==> src/rtl/mem_port_arbiter_pkg.sv <==
// Shared types and constants for the TinyMIPS operand-port arbiter.
package tinymips_arb_pkg;

    localparam int N_REQ = 4;
    localparam int SEL_W = 2;

    typedef enum logic [1:0] {
        IDLE,
        GRANT,
        RELEASE
    } arb_state_t;

    function automatic logic [N_REQ-1:0] onehot(input logic [SEL_W-1:0] idx);
        onehot      = '0;
        onehot[idx] = 1'b1;
    endfunction

endpackage

==> src/rtl/mem_port_arbiter_if.sv <==
// Request/grant bundle between the requesters and the operand-port arbiter.
// The timeout strobe exists only when ARB_TIMEOUT_EN is defined.
interface mem_port_arbiter_if;
    import tinymips_arb_pkg::*;

    logic [N_REQ-1:0] req;
    logic             done;
    logic [N_REQ-1:0] gnt;
    logic [SEL_W-1:0] sel;
    logic             busy;
`ifdef ARB_TIMEOUT_EN
    logic             timeout;

    modport master (output req, output done, input gnt, input sel, input busy, input timeout);
    modport slave  (input req, input done, output gnt, output sel, output busy, output timeout);
`else
    modport master (output req, output done, input gnt, input sel, input busy);
    modport slave  (input req, input done, output gnt, output sel, output busy);
`endif

endinterface

==> src/rtl/mem_port_arbiter_rr_picker.sv <==
// Rotate-priority encoder: first set req bit scanning from ptr upward, mod N_REQ.
module rr_picker
    import tinymips_arb_pkg::*;
(
    input  logic [N_REQ-1:0] req,
    input  logic [SEL_W-1:0] ptr,
    output logic             valid,
    output logic [SEL_W-1:0] idx
);

    // Scan from the far end so the candidate closest to ptr is written last.
    always_comb begin
        valid = 1'b0;
        idx   = ptr;
        for (int i = N_REQ - 1; i >= 0; i--) begin
            if (req[ptr + SEL_W'(i)]) begin
                valid = 1'b1;
                idx   = ptr + SEL_W'(i);
            end
        end
    end

endmodule

==> src/rtl/mem_port_arbiter.sv <==
// Round-robin owner arbiter for the shared operand port, with a one-cycle turnaround.
// Optional hold-limit revocation is enabled by defining ARB_TIMEOUT_EN.
//
// state   | meaning
// IDLE    | no owner, waiting for any request
// GRANT   | owner sel holds the port until done, abandon or hold limit
// RELEASE | dead cycle after an owner leaves; mux select held
module mem_port_arbiter
    import tinymips_arb_pkg::*;
#(
    parameter int MAX_HOLD = 16
) (
    input logic                clk,
    input logic                reset_n,
    mem_port_arbiter_if.slave  bus
);

    if (MAX_HOLD < 2 || MAX_HOLD > 255) begin : g_bad_max_hold
        $error("MAX_HOLD must be within 2..255");
    end

    arb_state_t       state_q, state_d;
    logic [SEL_W-1:0] ptr_q, ptr_d;
    logic [SEL_W-1:0] sel_q, sel_d;
    logic [N_REQ-1:0] gnt_q, gnt_d;
    logic             busy_q, busy_d;
    logic             pick_valid;
    logic [SEL_W-1:0] pick_idx;
    logic             release_now;
    logic             limit;

    rr_picker u_picker (
        .req   (bus.req),
        .ptr   (ptr_q),
        .valid (pick_valid),
        .idx   (pick_idx)
    );

    assign release_now = bus.done || !bus.req[sel_q];

`ifdef ARB_TIMEOUT_EN
    logic [7:0] cnt_q;
    logic       timeout_q;

    assign limit = (cnt_q == 8'(MAX_HOLD - 1));

    // Counter is zero outside GRANT, so it is already clear on GRANT entry.
    always_ff @(posedge clk or negedge reset_n) begin
        if (!reset_n) begin
            cnt_q     <= '0;
            timeout_q <= 1'b0;
        end else begin
            cnt_q     <= (state_d == GRANT) ? ((state_q == GRANT) ? cnt_q + 8'd1 : 8'd0) : 8'd0;
            timeout_q <= (state_q == GRANT) && limit && !release_now;
        end
    end

    assign bus.timeout = timeout_q;
`else
    assign limit = 1'b0;
`endif

    always_ff @(posedge clk or negedge reset_n) begin
        if (!reset_n) begin
            state_q <= IDLE;
            ptr_q   <= '0;
            sel_q   <= '0;
            gnt_q   <= '0;
            busy_q  <= 1'b0;
        end else begin
            state_q <= state_d;
            ptr_q   <= ptr_d;
            sel_q   <= sel_d;
            gnt_q   <= gnt_d;
            busy_q  <= busy_d;
        end
    end

    always_comb begin
        state_d = state_q;
        ptr_d   = ptr_q;
        sel_d   = sel_q;
        gnt_d   = gnt_q;
        busy_d  = busy_q;
        case (state_q)
            IDLE, RELEASE: begin
                if (pick_valid) begin
                    state_d = GRANT;
                    sel_d   = pick_idx;
                    gnt_d   = onehot(pick_idx);
                    busy_d  = 1'b1;
                end else begin
                    state_d = IDLE;
                    gnt_d   = '0;
                    busy_d  = 1'b0;
                end
            end
            GRANT: begin
                if (release_now || limit) begin
                    state_d = RELEASE;
                    gnt_d   = '0;
                    busy_d  = 1'b0;
                    ptr_d   = sel_q + SEL_W'(1);
                end
            end
            default: begin
                state_d = IDLE;
                gnt_d   = '0;
                busy_d  = 1'b0;
            end
        endcase
    end

    assign bus.gnt  = gnt_q;
    assign bus.sel  = sel_q;
    assign bus.busy = busy_q;

endmodule

==> src/flat_wrapper.sv <==
// flat-port wrapper written by rule: the top's interface ports become plain ports
module mem_port_arbiter_flat import tinymips_arb_pkg::*;
#(
    parameter int MAX_HOLD = 16
)
  (clk, reset_n, bus_req, bus_done, bus_gnt, bus_sel, bus_busy);
  mem_port_arbiter_if bus_i ();
  input logic clk;
  input logic reset_n;
  input wire logic [$bits(bus_i.req)-1:0] bus_req;
  input wire logic [$bits(bus_i.done)-1:0] bus_done;
  output wire logic [$bits(bus_i.gnt)-1:0] bus_gnt;
  output wire logic [$bits(bus_i.sel)-1:0] bus_sel;
  output wire logic [$bits(bus_i.busy)-1:0] bus_busy;
  assign bus_i.req = bus_req;
  assign bus_i.done = bus_done;
  assign bus_gnt = bus_i.gnt;
  assign bus_sel = bus_i.sel;
  assign bus_busy = bus_i.busy;
  mem_port_arbiter #(.MAX_HOLD(MAX_HOLD)) u_core (.clk(clk), .reset_n(reset_n), .bus(bus_i));
endmodule
==> config.mk <==
export PLATFORM = sky130hd
export DESIGN_NAME = mem_port_arbiter_flat
export DESIGN_NICKNAME = d
export VERILOG_FILES = /design/src/rtl/mem_port_arbiter_pkg.sv /design/src/rtl/mem_port_arbiter_if.sv /design/src/rtl/mem_port_arbiter_rr_picker.sv /design/src/rtl/mem_port_arbiter.sv /design/src/flat_wrapper.sv
export SDC_FILE = /design/constraint.sdc
export NUM_CORES = 1
export LEC_CHECK = 0
export CORE_AREA = 2 2 39 41
export DETAILED_ROUTE_END_ITERATION = 16
export DIE_AREA = 0 0 41 43
export PLACE_DENSITY = 0.73
export SYNTH_ARGS = -nofsm -noshare
export SYNTH_HDL_FRONTEND = slang
export SYNTH_HIERARCHICAL = 1
export SYNTH_SLANG_ARGS = --single-unit
==> constraint.sdc <==
create_clock -name clk -period 1.7 [get_ports clk]
set_input_delay 0.425 -clock clk [delete_from_list [all_inputs] [get_ports clk]]
set_output_delay 0.425 -clock clk [all_outputs]
set_load 0.01 [all_outputs]
Word-level counts from Yosys, hierarchy flattened. Index checks and enable logic that the tools add are counted. Widths: inputs -> output; s select.

Bits in registers: 11. Bits of input ports: 7. Output and inout port bits: 7.

$add $sub $neg: 4. Magnitude comparators: 7. Eq/ne operators: 3. Muxes and demuxes: 29. Reduce and logical (&&, ||, !) cells: 7.

Operators by type and width (number): $lt 2x3->1 const B (6); $mux 1 (13); $bmux 1 s2 (5); $mux 2 (5); $mux 4 (2); $pmux 4 s2 (1); $add 2x1->2 const B (2); $add 2x2->2 const B (2); $pmux 2 s2 (1); $reduce_and 2->1 (2); $demux 1 s2 (1); $eq 2x1->1 const B (1); $eq 2x2->1 const B (1); $ge 2x1->1 const B (1); $logic_not 2->1 (1); $ne 2x1->1 const B (1); $pmux 1 s2 (1); $reduce_or 2->1 (1); $logic_and 1x1->1 (1); $logic_not 1->1 (1); $logic_or 1x1->1 (1).

Longest topological paths before layout.
Depth after elaboration: 13. Gate-level depth with buffers: 6. Mapped depth without buffers: 6.

Hierarchy. Netlist, hierarchy kept.

By module, submodules not included: mem_port_arbiter (instances 1, cells each 46, area each 500.5 um^2, sequential area each 250.2 um^2); rr_picker (instances 1, cells each 16, area each 100.1 um^2, sequential area each 0.0 um^2).

Least setup slack after synthesis. Ideal clock, no wire load.

Path kind: input to register. From: input port bus_req[0]. To: register u_core.gnt_q[0], in the netlist u_core/bus.gnt[0]. Setup time: 120 ps. Data arrival time: 1424 ps. Required time: 1580 ps. Slack: 156 ps. Stages: 5. Cells stage by stage: and2b_2 > or4_1 > nand2_1 > nor3_1 > a31o_2.

Longest elaborated chain between the ends: 12. Elaborated cells on any way between the ends: 28.

RTL lines: start: declaration (line flat_wrapper.sv:10) `input wire logic [$bits(bus_i.req)-1:0] bus_req;`; $bmux 1 s2 (line mem_port_arbiter_rr_picker.sv:16) `if (req[ptr + SEL_W'(i)]) begin`; $mux 1 (not written as such) (line mem_port_arbiter_rr_picker.sv:16); $mux 2 (3 in series) (line mem_port_arbiter_rr_picker.sv:16); $mux 2 (*) (line mem_port_arbiter_rr_picker.sv:16); net u_core.pick_idx[1] (line mem_port_arbiter.sv:28) `logic [SEL_W-1:0] pick_idx;`; $lt 2x3->1 (not written as such) / $ge 2x1->1 (equally long branches) (line mem_port_arbiter_pkg.sv:15) `onehot[idx] = 1'b1;`; $logic_and 1x1->1 (not written as such) (line mem_port_arbiter_pkg.sv:15); $mux 1 (not written as such) (line mem_port_arbiter_pkg.sv:15); $demux 1 s2 (*); $mux 4 (*) (line mem_port_arbiter.sv:87) `if (pick_valid) begin`; $pmux 4 s2 (*) (line mem_port_arbiter.sv:85) `case (state_q)`; end signal: assignment (line mem_port_arbiter.sv:74) `gnt_q <= gnt_d;`; end: declaration (line mem_port_arbiter.sv:25) `logic [N_REQ-1:0] gnt_q, gnt_d;`.

The timed path passes the listed nets; every way through them passes the cells marked *. The select of a mux whose other input is x is not followed. A chain may end at the register's enable or synchronous reset.

Final worst setup path.
From: input port bus_req[1]. To: register u_core.gnt_q[3], in the netlist u_core/bus.gnt[3].

The elaborated chain is that of the path after synthesis.

==> flow_metrics.tcl <==
set metrics [dict create \
    antenna_found_initial 0 \
    critical_path.reg2reg.startpoint "u_core/ptr_q[0]$_DFFE_PN0P_" \
    worst-r2r-setup-slack_ns 0.14 \
    rsz_0062_raised_after_global_routing "no" \
    worstSetupPathDepth 7 \
    mostFrequentLayoutCell "buf_4" \
    diodes 0 \
    critPathLaunchType "primary input" \
    final_max_slew_viol_count 0 \
    first_iter_violations 14 \
    grt_overflow_total 0 \
    ioPinCount 14 \
    setup_viol 0 \
    r2r_cells 6 \
    synth_top_family_by_area "compound AO/OA/AOI/OAI gates" \
    timing.slew.headroom_pct 69.0 \
    fp.dieH_um 43 \
    synth_top_cells_by_area "dfrtp_1 (42%), nand2_1 (3.8%), a32o_1 (3.3%)" \
    placed_cell_area_sq_um 845 \
    arrival_time_of_data_at_the_critical_path_endpoint_ns 1.83 \
    worst_slew_pin_slew_ns 0.463 \
    syn-num-nets 69 \
    drt-vias-per-instance 5.45 \
    antenna_left 0 \
    drc 0 \
    cts_buffers 3 \
    finClkSkew_ns 0.00147 \
    synth_largest_area_cell "dfrtp_1" \
    gp_congestion 0.767 \
    grt_pass1_vias 574 \
    yosys.cell_types.count 30 \
    seqCellArea_sq_um 253 \
    power.ir.vdd_worst_mv 0.825 \
    power_density_nw_per_um2 1640 \
    max-cap-violations 0 \
    worstHoldPathType "in -> async" \
    die_width_um 41 \
    grt.total_usage_pct 19.8 \
    count_of_yosys_warnings_during_synthesis 6 \
    placed_cells_incl_taps 103 \
    syn_area_sq_um 601 \
    multi_input_comb_area_sq_um 338 \
    period_share_pct 99.3 \
    dpl.hpwl_um 1080 \
    ctsRootBufferMaster "clkbuf_4" \
    endpoint_kind "register" \
    design.die.area_sq_um 1760 \
    final_area_sq_um 882 \
    worst-setup-path-type "in -> reg" \
    area_growth_pct 46.9 \
    clk_pin_slew_worst_paths_ns 0.06 \
    grt_first_pass_wirelength_um 2300 \
    final_layout_size_suffix_gt1_share_pct 37.4 \
    synth-seq-cells 10 \
    buffers_inverters_on_critical_path 3 \
    static-leakage-power_uw 0.000419 \
    fin_hold_ws_ns 0.494 \
    fillers 126 \
    holdBufCountCts 0 \
    p_total_uw 1440 \
    finalNetCount 100 \
    synthesis.area_per_instance_sq_um 9.69 \
    worstSkewPairLatency_ns 0.25 \
    crit_chain "clkdlybuf4s50_1 -> buf_4 -> nor2_1 -> a21oi_1 -> o221a_2 -> buf_4 -> a32o_1" \
    worstPathMaxFanout 4 \
    run_status "finished clean" \
    critical_path.most_common_cell "buf_4" \
    core-area_sq_um 1380 \
    instances_no_fill 107 \
    synth_largest_type_area_fraction_pct 41.7 \
    clock_tree.buffer_depth 2 \
    cts_tree "done" \
    max_clock_freq_mhz 592 \
    endpoints_failing_hold 0 \
    synth_compound_gate_area_share_pct 24.8 \
    final_core_util_pct 63.7 \
    postRouteWirelength_um 1480 \
    placementRows 14 \
    synthMuxAreaShare_pct 5.83 \
    commonest_cells_after_routing_fill_and_taps_aside "buf_4 (14), clkdlybuf4s50_1 (9), dfrtp_1 (8)" \
    clock_tree.htree_level_count 1 \
    initial_utilization_pct 43.4 \
    yosysSeqAreaShare_pct 41.7 \
    num_vias 583 \
    yosys.area_share.xor_xnor_pct 0 \
    clkSinkCount 10 \
    critical_path_start "bus_req[1]" \
    worstPathRequired_ns 1.84 \
    drtPass1Iterations 4 \
    placement.io_buffers 13 \
    wl_per_cell_um 13.8 \
    cp-endpoint "u_core/bus.gnt[3]$_DFFE_PN0P_" \
    synthCells 62 \
    family_with_the_most_delay_on_the_worst_path "buffers and inverters" \
    pin_count_of_the_biggest_net_entering_global_routing 11 \
    critical_path.max_stage_delay_ns 0.42 \
    yosys.area_share.simple_pct 24.6 \
    cpMaxStageDelayCell "clkdlybuf4s50_1" \
    period_minus_slack_ns 1.69 \
    synthesized_area_fraction_occupied_by_adder_cells_pct 0 \
    reg2reg_to "u_core/bus.gnt[3]$_DFFE_PN0P_" \
]
==> Yosys cell counts, drive strengths merged <==
cell type / count
a21bo: 1
a31o: 2
nand2: 6
or2: 2
inv: 4
o21a: 2
a2bb2oi: 1
clkbuf: 1
a21oi: 1
nor2: 4
nand2b: 2
nor3: 3
o21ai: 3
nor2b: 2
mux2i: 2
a32o: 2
and3b: 1
o211ai: 2
o22ai: 2
dfrtp: 10
a211oi: 1
nand3b: 1
or4: 1
mux2: 1
or3b: 1
and2b: 3
o221a: 1
==> power by group <==
| part | internal [uW] | switching [uW] | total, uW |
|---|---|---|---|
| clock network | 81.1 | 68.0 | 149 |
| registers | 351 | 90.2 | 442 |
| logic | 475 | 378 | 853 |
| total | 908 | 536 | 1440 |
==> through the flow <==
stage / worst slack, ns / setup TNS, ns
final: 0.0119 / 0
after global routing: 0.00184 / 0
after CTS: 0.0215 / 0
after detailed placement: -0.414 / -2.59
after global placement: -0.387 / -2.36
after floorplan: 0.156 / 0
==> metal layers <==
metal,track usage (%),vias to the layer above,share of wire [%]
li1,-,290,-
met1,22.9,281,47
met2,30.9,10,48
met3,4.71,2,3.3
met4,12.0,0,1.2
met5,0,-,0
==> cell type report <==
type                       instances  area share (%)
sequential                        10            28.7
timing repair buffer              27            26.5
multi-input combinational         47            38.3
inverter                           4            1.70
clock buffer                       3            2.55
tap                               16            2.27
==> timing repair <==
action                                  in CTS  in global routing
endpoints found under the setup margin       7                  1
pin swaps                                    3                  0
endpoints found under the hold margin        0                  0
resized for setup                            7                  1
buffers inserted                             1                  0
==> cells by family (layout without fill, tap and decap cells) <==
group	Yosys count	after routing
buf+inv	5	34
compound gates	18	18
mux	3	3
simple gates	26	26
flops	10	10
==> how the worst min path moves through the flow <==
stage / startpoint / to / cells after the start
2_1_floorplan: reset_n / u_core/bus.busy$_DFFE_PN0P_ / 0
3_3_place_gp: u_core/bus.gnt[0]$_DFFE_PN0P_ / u_core/bus.gnt[0]$_DFFE_PN0P_ / 1
3_5_place_dp: u_core/bus.gnt[2]$_DFFE_PN0P_ / u_core/bus.gnt[2]$_DFFE_PN0P_ / 1
4_1_cts: reset_n / u_core/bus.gnt[0]$_DFFE_PN0P_ / 1
5_1_grt: reset_n / u_core/bus.gnt[0]$_DFFE_PN0P_ / 1
6_report: reset_n / u_core/bus.gnt[0]$_DFFE_PN0P_ / 1
==> registers in the layout, summed over array words and instances, names as in the netlist <==
register and flops:
u_core/state_q 1, u_core/bus.busy 1, u_core/bus.sel 2, u_core/bus.gnt 4
u_core/ptr_q 2
No activity file was read; power rests on OpenSTA's default activity.
